==> config.mk <==
export PLATFORM = sky130hd
export DESIGN_NAME = wb_mac_neuron_n
export DESIGN_NICKNAME = d
export VERILOG_FILES = /design/src/rtl/wb_mac_neuron_n.sv
export SDC_FILE = /design/constraint.sdc
export NUM_CORES = 1
export LEC_CHECK = 0
export CAP_MARGIN = 20
export CORE_ASPECT_RATIO = 1.75
export CORE_MARGIN = 4
export CORE_UTILIZATION = 58
export DETAILED_ROUTE_END_ITERATION = 16
export PLACE_DENSITY_LB_ADDON = 0.05
export SYNTH_ARGS = -nofsm -noshare
export SYNTH_HDL_FRONTEND = slang
export SYNTH_SLANG_ARGS = --single-unit
==> constraint.sdc <==
create_clock -name wb_clk_i -period 8.42 [get_ports wb_clk_i]
set_clock_uncertainty 0.15 [all_clocks]
set_input_delay 2.526 -clock wb_clk_i [delete_from_list [all_inputs] [get_ports wb_clk_i]]
set_output_delay 2.526 -clock wb_clk_i [all_outputs]
set_load 0.01 [all_outputs]
==> src/rtl/wb_mac_neuron_n.sv <==
// wb_mac_neuron_n: Wishbone-slave neuron accelerator.
// It holds CH signed weights, CH signed inputs and a bias, and runs a
// sequential saturating multiply-accumulate followed by an optional ReLU.
module wb_mac_neuron_n #(
  parameter int unsigned CH    = 4,
  parameter int unsigned DW    = 8,
  parameter int unsigned ACC_W = 20
) (
  input  logic          wb_clk_i,
  input  logic          wb_rst_i,
  input  logic          wbs_cyc_i,
  input  logic          wbs_stb_i,
  input  logic          wbs_we_i,
  input  logic [3:0]    wbs_sel_i,
  input  logic [31:0]   wbs_adr_i,
  input  logic [31:0]   wbs_dat_i,
  output logic          wbs_ack_o,
  output logic [31:0]   wbs_dat_o,
  output logic          irq_o,
  output logic          busy_o,
  output logic          done_o,
  output logic          sat_o,
  output logic [CH-1:0] ch_active_o,
  output logic [7:0]    la_dbg_o
);

  localparam int unsigned IDX_W  = (CH > 1) ? $clog2(CH) : 1;
  localparam int unsigned PROD_W = 2 * DW;

  localparam logic [7:0] REG_CTRL   = 8'h00;
  localparam logic [7:0] REG_STATUS = 8'h01;
  localparam logic [7:0] REG_BIAS   = 8'h02;
  localparam logic [7:0] REG_RESULT = 8'h03;
  localparam logic [3:0] GRP_WEIGHT = 4'h1;
  localparam logic [3:0] GRP_INPUT  = 4'h2;

  typedef enum logic [1:0] {
    S_IDLE = 2'd0,
    S_RUN  = 2'd1,
    S_FIN  = 2'd2
  } state_e;

  state_e              state_q, state_d;
  logic [IDX_W-1:0]    idx_q, idx_d;
  logic [ACC_W-1:0]    acc_q, acc_d;
  logic [ACC_W-1:0]    result_q, result_d;
  logic [ACC_W-1:0]    bias_q, bias_d;
  logic                mode_q, mode_d;
  logic                irq_en_q, irq_en_d;
  logic                done_q, done_d;
  logic                sat_q, sat_d;
  logic                busy_q, busy_d;
  logic                irq_q, irq_d;
  logic [CH-1:0]       ch_active_q, ch_active_d;
  logic                ack_q, ack_d;
  logic [31:0]         dat_q, dat_d;
  logic [DW-1:0]       weight_q [CH];
  logic [DW-1:0]       weight_d [CH];
  logic [DW-1:0]       input_q  [CH];
  logic [DW-1:0]       input_d  [CH];

  logic                req_c;
  logic                wr_c;
  logic                rd_c;
  logic                start_c;
  logic [7:0]          reg_idx_c;
  logic [3:0]          nib_c;
  logic                nib_ok_c;
  logic [31:0]         rdata_c;
  logic [DW-1:0]       w_sel_c;
  logic [DW-1:0]       x_sel_c;
  logic signed [PROD_W-1:0] prod_c;
  logic signed [ACC_W:0]    sum_c;
  logic                ovf_c;
  logic [ACC_W-1:0]    mac_c;
  logic                unused_c;

  // Bits of the bus that carry no information for this block.
  assign unused_c = ^{wbs_sel_i, wbs_adr_i[31:24], wbs_adr_i[15:0], wbs_dat_i};

  // Request decode: a new request is one not already being acknowledged.
  always_comb begin
    req_c     = wbs_cyc_i & wbs_stb_i & ~ack_q;
    wr_c      = req_c & wbs_we_i;
    rd_c      = req_c & ~wbs_we_i;
    reg_idx_c = wbs_adr_i[23:16];
    nib_c     = reg_idx_c[3:0];
    nib_ok_c  = (32'(nib_c) < CH);
  end

  // Read data multiplexer; unmapped indices return zero.
  always_comb begin
    rdata_c = '0;
    case (reg_idx_c)
      REG_CTRL:   rdata_c = {29'd0, irq_en_q, mode_q, 1'b0};
      REG_STATUS: rdata_c = {29'd0, sat_q, done_q, busy_q};
      REG_BIAS:   rdata_c = 32'($signed(bias_q));
      REG_RESULT: rdata_c = 32'($signed(result_q));
      default: begin
        for (int unsigned i = 0; i < CH; i++) begin
          if (nib_ok_c && (nib_c == 4'(i))) begin
            if (reg_idx_c[7:4] == GRP_WEIGHT) rdata_c = 32'($signed(weight_q[i]));
            if (reg_idx_c[7:4] == GRP_INPUT)  rdata_c = 32'($signed(input_q[i]));
          end
        end
      end
    endcase
  end

  // Saturating MAC datapath for the channel selected by idx.
  always_comb begin
    w_sel_c = '0;
    x_sel_c = '0;
    for (int unsigned i = 0; i < CH; i++) begin
      if (idx_q == IDX_W'(i)) begin
        w_sel_c = weight_q[i];
        x_sel_c = input_q[i];
      end
    end
    prod_c = PROD_W'($signed(w_sel_c)) * PROD_W'($signed(x_sel_c));
    sum_c  = (ACC_W+1)'($signed(acc_q)) + (ACC_W+1)'(prod_c);
    ovf_c  = sum_c[ACC_W] ^ sum_c[ACC_W-1];
    if (ovf_c) begin
      mac_c = sum_c[ACC_W] ? {1'b1, {(ACC_W-1){1'b0}}} : {1'b0, {(ACC_W-1){1'b1}}};
    end else begin
      mac_c = sum_c[ACC_W-1:0];
    end
  end

  // Next-state: bus writes first, then the FSM so that status sets win.
  always_comb begin
    state_d     = state_q;
    idx_d       = idx_q;
    acc_d       = acc_q;
    result_d    = result_q;
    bias_d      = bias_q;
    mode_d      = mode_q;
    irq_en_d    = irq_en_q;
    done_d      = done_q;
    sat_d       = sat_q;
    weight_d    = weight_q;
    input_d     = input_q;
    start_c     = 1'b0;
    ack_d       = req_c;
    dat_d       = rd_c ? rdata_c : 32'd0;

    if (wr_c) begin
      case (reg_idx_c)
        REG_CTRL: begin
          if (!busy_q) begin
            start_c  = wbs_dat_i[0];
            mode_d   = wbs_dat_i[1];
            irq_en_d = wbs_dat_i[2];
          end
        end
        REG_STATUS: begin
          if (wbs_dat_i[1]) done_d = 1'b0;
          if (wbs_dat_i[2]) sat_d  = 1'b0;
        end
        REG_BIAS: begin
          if (!busy_q) bias_d = wbs_dat_i[ACC_W-1:0];
        end
        default: begin
          for (int unsigned i = 0; i < CH; i++) begin
            if (!busy_q && nib_ok_c && (nib_c == 4'(i))) begin
              if (reg_idx_c[7:4] == GRP_WEIGHT) weight_d[i] = wbs_dat_i[DW-1:0];
              if (reg_idx_c[7:4] == GRP_INPUT)  input_d[i]  = wbs_dat_i[DW-1:0];
            end
          end
        end
      endcase
    end

    case (state_q)
      S_IDLE: begin
        if (start_c) begin
          state_d = S_RUN;
          acc_d   = bias_q;
          idx_d   = '0;
          done_d  = 1'b0;
          sat_d   = 1'b0;
        end
      end
      S_RUN: begin
        acc_d = mac_c;
        if (ovf_c) sat_d = 1'b1;
        if (idx_q == IDX_W'(CH - 1)) begin
          state_d = S_FIN;
        end else begin
          idx_d = idx_q + IDX_W'(1);
        end
      end
      S_FIN: begin
        result_d = (mode_q && acc_q[ACC_W-1]) ? '0 : acc_q;
        done_d   = 1'b1;
        state_d  = S_IDLE;
      end
      default: state_d = S_IDLE;
    endcase

    busy_d      = (state_d != S_IDLE);
    irq_d       = done_d & irq_en_d;
    ch_active_d = (state_d == S_RUN) ? (CH'(1) << idx_d) : '0;
  end

  // State and register file, cleared asynchronously.
  always_ff @(posedge wb_clk_i or posedge wb_rst_i) begin
    if (wb_rst_i) begin
      state_q     <= S_IDLE;
      idx_q       <= '0;
      acc_q       <= '0;
      result_q    <= '0;
      bias_q      <= '0;
      mode_q      <= 1'b0;
      irq_en_q    <= 1'b0;
      done_q      <= 1'b0;
      sat_q       <= 1'b0;
      busy_q      <= 1'b0;
      irq_q       <= 1'b0;
      ch_active_q <= '0;
      ack_q       <= 1'b0;
      dat_q       <= '0;
      for (int unsigned i = 0; i < CH; i++) begin
        weight_q[i] <= '0;
        input_q[i]  <= '0;
      end
    end else begin
      state_q     <= state_d;
      idx_q       <= idx_d;
      acc_q       <= acc_d;
      result_q    <= result_d;
      bias_q      <= bias_d;
      mode_q      <= mode_d;
      irq_en_q    <= irq_en_d;
      done_q      <= done_d;
      sat_q       <= sat_d;
      busy_q      <= busy_d;
      irq_q       <= irq_d;
      ch_active_q <= ch_active_d;
      ack_q       <= ack_d;
      dat_q       <= dat_d;
      for (int unsigned i = 0; i < CH; i++) begin
        weight_q[i] <= weight_d[i];
        input_q[i]  <= input_d[i];
      end
    end
  end

  assign wbs_ack_o   = ack_q;
  assign wbs_dat_o   = dat_q;
  assign irq_o       = irq_q;
  assign busy_o      = busy_q;
  assign done_o      = done_q;
  assign sat_o       = sat_q;
  assign ch_active_o = ch_active_q;
  assign la_dbg_o    = result_q[7:0];

endmodule

==> metrics list <==
- The run finished with clean final reports.
* Via density per instance: 6.17
- Slowest-stage cell, CP: sky130_fd_sc_hd__mux4_2
- Number of enable flip-flop cells after synthesis: 0
* Via Count: 7989
- Largest driver fanout on the critical path: 21
- Cell internal power was estimated by the tool at 1410 µW.
* Xor and xnor area share after synthesis: 1.50%
- Routed length per instance: 22.2 µm
- Top library cells by usage in the layout, fill and taps aside: sky130_fd_sc_hd__dfrtp_1, sky130_fd_sc_hd__inv_1, sky130_fd_sc_hd__fa_1
- Yosys cell types: 61
- # Post-CTS Setup Buffers: 0
* Synth Area in Compound Gates: 11.8%
- Counting instances, the worst hold path has a depth of 1.
- The startpoint identified for the worst hold timing path is wbs_ack_o$_DFF_PP0_.
* Mux cell area share after synthesis: 12.4%
- The largest total area in the synthesized netlist belongs to sky130_fd_sc_hd__dfrtp_1.
* Final weighted congestion in routability-driven placement: 0.881
* Final non-filler cell area: 12600 µm²
* Switching Share: 32.0%
* Cell-by-cell listing of the critical path: buf_4 -> mux4_2 -> and2_1 -> fa_1 -> inv_1 -> fa_1 -> inv_1 -> fa_1 -> fa_1 -> ha_1 -> ha_1 -> nand2_1 -> nor4_1 -> a21oi_1 -> o211a_1 -> o211ai_2 -> nand3_1 -> a32oi_1
- The count of buffers added on input and output ports is 81.
- Most common cell after layout, fill and taps aside: sky130_fd_sc_hd__dfrtp_1
- ANT nets after route: 0
* Number of nets in the finished design: 1257
* Maximum number of pins on one net before global-route repair: 91
- The critical path is of the flip-flop to flip-flop type.
* Final period demand of the worst path: 7180 ps
- Post-CTS Hold Buffers: 0
- STA classifies the critical path startpoint as a flip-flop.
- Across the run, the number of max-cap violations was 0.
* Vias in the first global route: 8702
- The cell sitting at the root of the clock tree is a sky130_fd_sc_hd__clkbuf_16.
- Count of standard-cell rows: 66
* Net count of the mapped netlist: 1199
* RSZ-0062 raised after global routing: false
- Counting stages on the worst path, the most repeated cell is sky130_fd_sc_hd__fa_1.
- In this run the deepest clock path goes through 2 buffers.
- For this run, the total global-route usage over all layers was measured as 28.1%.
- Post-synthesis share of cell area spent on and, or, nand and nor gates: 10.1%
* Number of hold violations in the final report: 0
- At the later pin of the worst-skew pair, clock insertion delay measures 440 ps.
- In this run, the combinational gates consume 21.7% of the power.
- In this run the power spent charging and discharging nets is 664 µW.
* Wire length of the first global-routing pass: 46300 µm
* Cell count after placement: 1263
- Critical path buffers and inverters: 3
* PostCTS Resize Cnt: 0
- For this block, the initial DRC count from the detailed router was 522.
* Async S/R FF share, synth: 100%
- Worst reg2reg setup slack: 1240 ps
* Standby leakage power: 0.00581 µW
- Top-area cell type share of the netlist area: 35.9%
* Synth-to-Final Area Change: 13.6%
- Part of the power in the clock network: 36.2%
- Maximum level of the CTS H-tree: 4
- The kind of cell with the highest combined delay along the critical path is adder cells.
* CP required: 8610 ps
- Yosys warning total: 0
* Leading post-synthesis cells by cell area: sky130_fd_sc_hd__dfrtp_1, sky130_fd_sc_hd__fa_1, sky130_fd_sc_hd__mux2_2
- TritonCTS built the clock tree.
- In the finished design, the share of the clock period the worst path needs comes to 85.3%.
- Placeable core area: 18700 µm²
* Main combinational cell family by area after synthesis: adder cells
- For this run, the number of standard cells in the final layout without fillers is 1295.
- Initial Utilization: 59.5%
- The pre-antenna-repair detailed-routing pass consisted of 5 iterations.
- Summed over all failing endpoints, the final setup total negative slack is 0 ps.
* Hold path endpoint: wbs_ack_o$_DFF_PP0_
- Registers are responsible for 42.1% of the overall power.
- For this run, the leading register cell type out of synthesis is sky130_fd_sc_hd__dfrtp_1.
- For this run, design rule violations remaining after detail routing come to 0.
- Number of clock buffers inserted by TritonCTS: 17
- Of the total synthesized cell area, the portion taken by full adders, half adders and majority gates is 22.0%.
* Pwr Density: 165 nW/µm²
- Diode insertion count for antenna repair: 0
- Once placement finished, the instance area stood at 12000 µm².
* Die Height: 191 µm
* Mean Syn Cell Area: 11.3 µm²
* Largest incremental delay on the critical path: 710 ps
- Summed over all layers, the global routing overflow is 0.
- Worst min-delay path category: flip-flop to flip-flop
- Achievable frequency: 0.139 GHz
- Synthesized flop and latch total: 159
- Length in cells of the worst reg-to-reg path: 18
- Cell count after synthesis: 986
- Sequential element share of the synthesized area: 35.9%
- At the pin with the least slew margin, the transition time is 1020 ps.
* Final number of setup-violating endpoints: 0
- Die width: 113 µm
- The die covers 21500 µm².
- Arrival time reported for the critical path endpoint: 7370 ps
- Fill cells: 1468
- Worst slew margin relative to its limit: 31.8%
* Clock slew at the register clock pins of the worst setup and hold paths: 70 ps
- Start of the worst register-to-register path: idx_q[0]$_DFF_PP0_
- Worst vdd rail ir drop: 0.190 mV
* Cell area after synthesis: 11100 µm²
- Aggregate routed wire length: 28800 µm
- Num ports: 122
- The number of pins exceeding their max-slew limit in the final report came to 0.
* Number of antenna violations at the first check in global routing: 0
* Critical Path Sink Type: flip-flop
- In the final layout, the share of cells above drive strength 1 is 16.1%.
- Hpwl dp: 22200 µm
- In this run the critical register-to-register path is captured at acc_q[6]$_DFFE_PP0P_.
* CTS sink cnt: 159
stage by stage:
step | setup slack [ps] | hold WS, ps | util [%] | power (µW)
4_1_cts | 1200 | 318 | 67.5 | 2090
3_5_place_dp | 1230 | 307 | 64.4 | 1330
5_1_grt | 798 | 345 | 67.5 | 2180
2_1_floorplan | 1450 | 301 | - | 1190
3_3_place_gp | 1240 | 296 | 64.4 | 1330
6_report | 1240 | 315 | 67.5 | 2070
layout make-up:
class / count / area (µm²) / share of cell area [%]
Multi-Input combinational cell: 668 / 6440 / 51.1
Sequential cell: 159 / 3980 / 31.6
Timing Repair Buffer: 96 / 923 / 7.33
Clock buffer: 18 / 439 / 3.48
Inverter: 102 / 388 / 3.08
Tap cell: 238 / 298 / 2.36
Clock inverter: 14 / 143 / 1.13
power by group through the flow:
stage | clock network [µW] | registers [µW] | logic (µW)
after CTS | 763 | 873 | 453
after floorplan | 0 | 860 | 330
after global routing | 798 | 877 | 508
after detailed placement | 0 | 886 | 448
final | 752 | 873 | 450
after global placement | 0 | 886 | 441
sequential cells by signal, summed over array words and instances (netlist names):
| signal | count |
|---|---|
| input_q | 32 |
| weight_q | 32 |
| acc_q | 20 |
| bias_q | 20 |
| result_q | 20 |
| wbs_dat_o | 20 |
| ch_active_o | 4 |
| idx_q | 2 |
| state_q | 2 |
| busy_o | 1 |
| done_o | 1 |
| irq_en_q | 1 |
| irq_o | 1 |
| mode_q | 1 |
| sat_o | 1 |
| wbs_ack_o | 1 |
per-layer routing:
| layer | global-route usage (%) | part of all wire (%) | vias up |
|---|---|---|---|
| li1 | - | - | 3578 |
| met1 | 30.4 | 35 | 4066 |
| met2 | 52.0 | 56 | 250 |
| met3 | 3.96 | 3.5 | 95 |
| met4 | 15.6 | 5.8 | 0 |
| met5 | 0 | 0 | - |
cell families (layout without fill, tap and decap cells):
| family | count (synthesis) | count (layout) |
|---|---|---|
| compound gates | 181 | 181 |
| simple gates | 220 | 220 |
| buf+inv | 159 | 230 |
| xor+xnor | 19 | 19 |
| fa+ha+maj | 140 | 140 |
| flops | 159 | 159 |
| mux | 108 | 108 |
synth_stat cells (all sizes together) (17+ instances only):
library cell  instances
mux2                 88
fa                   92
ha                   48
o211ai               17
o21ai                34
a21oi                28
inv                 102
a221oi               32
clkbuf               28
dfrtp               159
buf                  29
nor2                 55
a22o                 23
nand2                66
and2                 37
nand3                19
how the worst max path moves through the flow:
stage | startpoint | cells after the start | end
floorplan | wb_rst_i | 1 | acc_q[0]$_DFFE_PP0P_
global placement | idx_q[0]$_DFF_PP0_ | 19 | acc_q[6]$_DFFE_PP0P_
detailed placement | idx_q[0]$_DFF_PP0_ | 19 | acc_q[6]$_DFFE_PP0P_
CTS | idx_q[0]$_DFF_PP0_ | 19 | acc_q[6]$_DFFE_PP0P_
global route | idx_q[0]$_DFF_PP0_ | 19 | acc_q[6]$_DFFE_PP0P_
finish | idx_q[0]$_DFF_PP0_ | 18 | acc_q[6]$_DFFE_PP0P_
(Power assumes the default switching activity.)
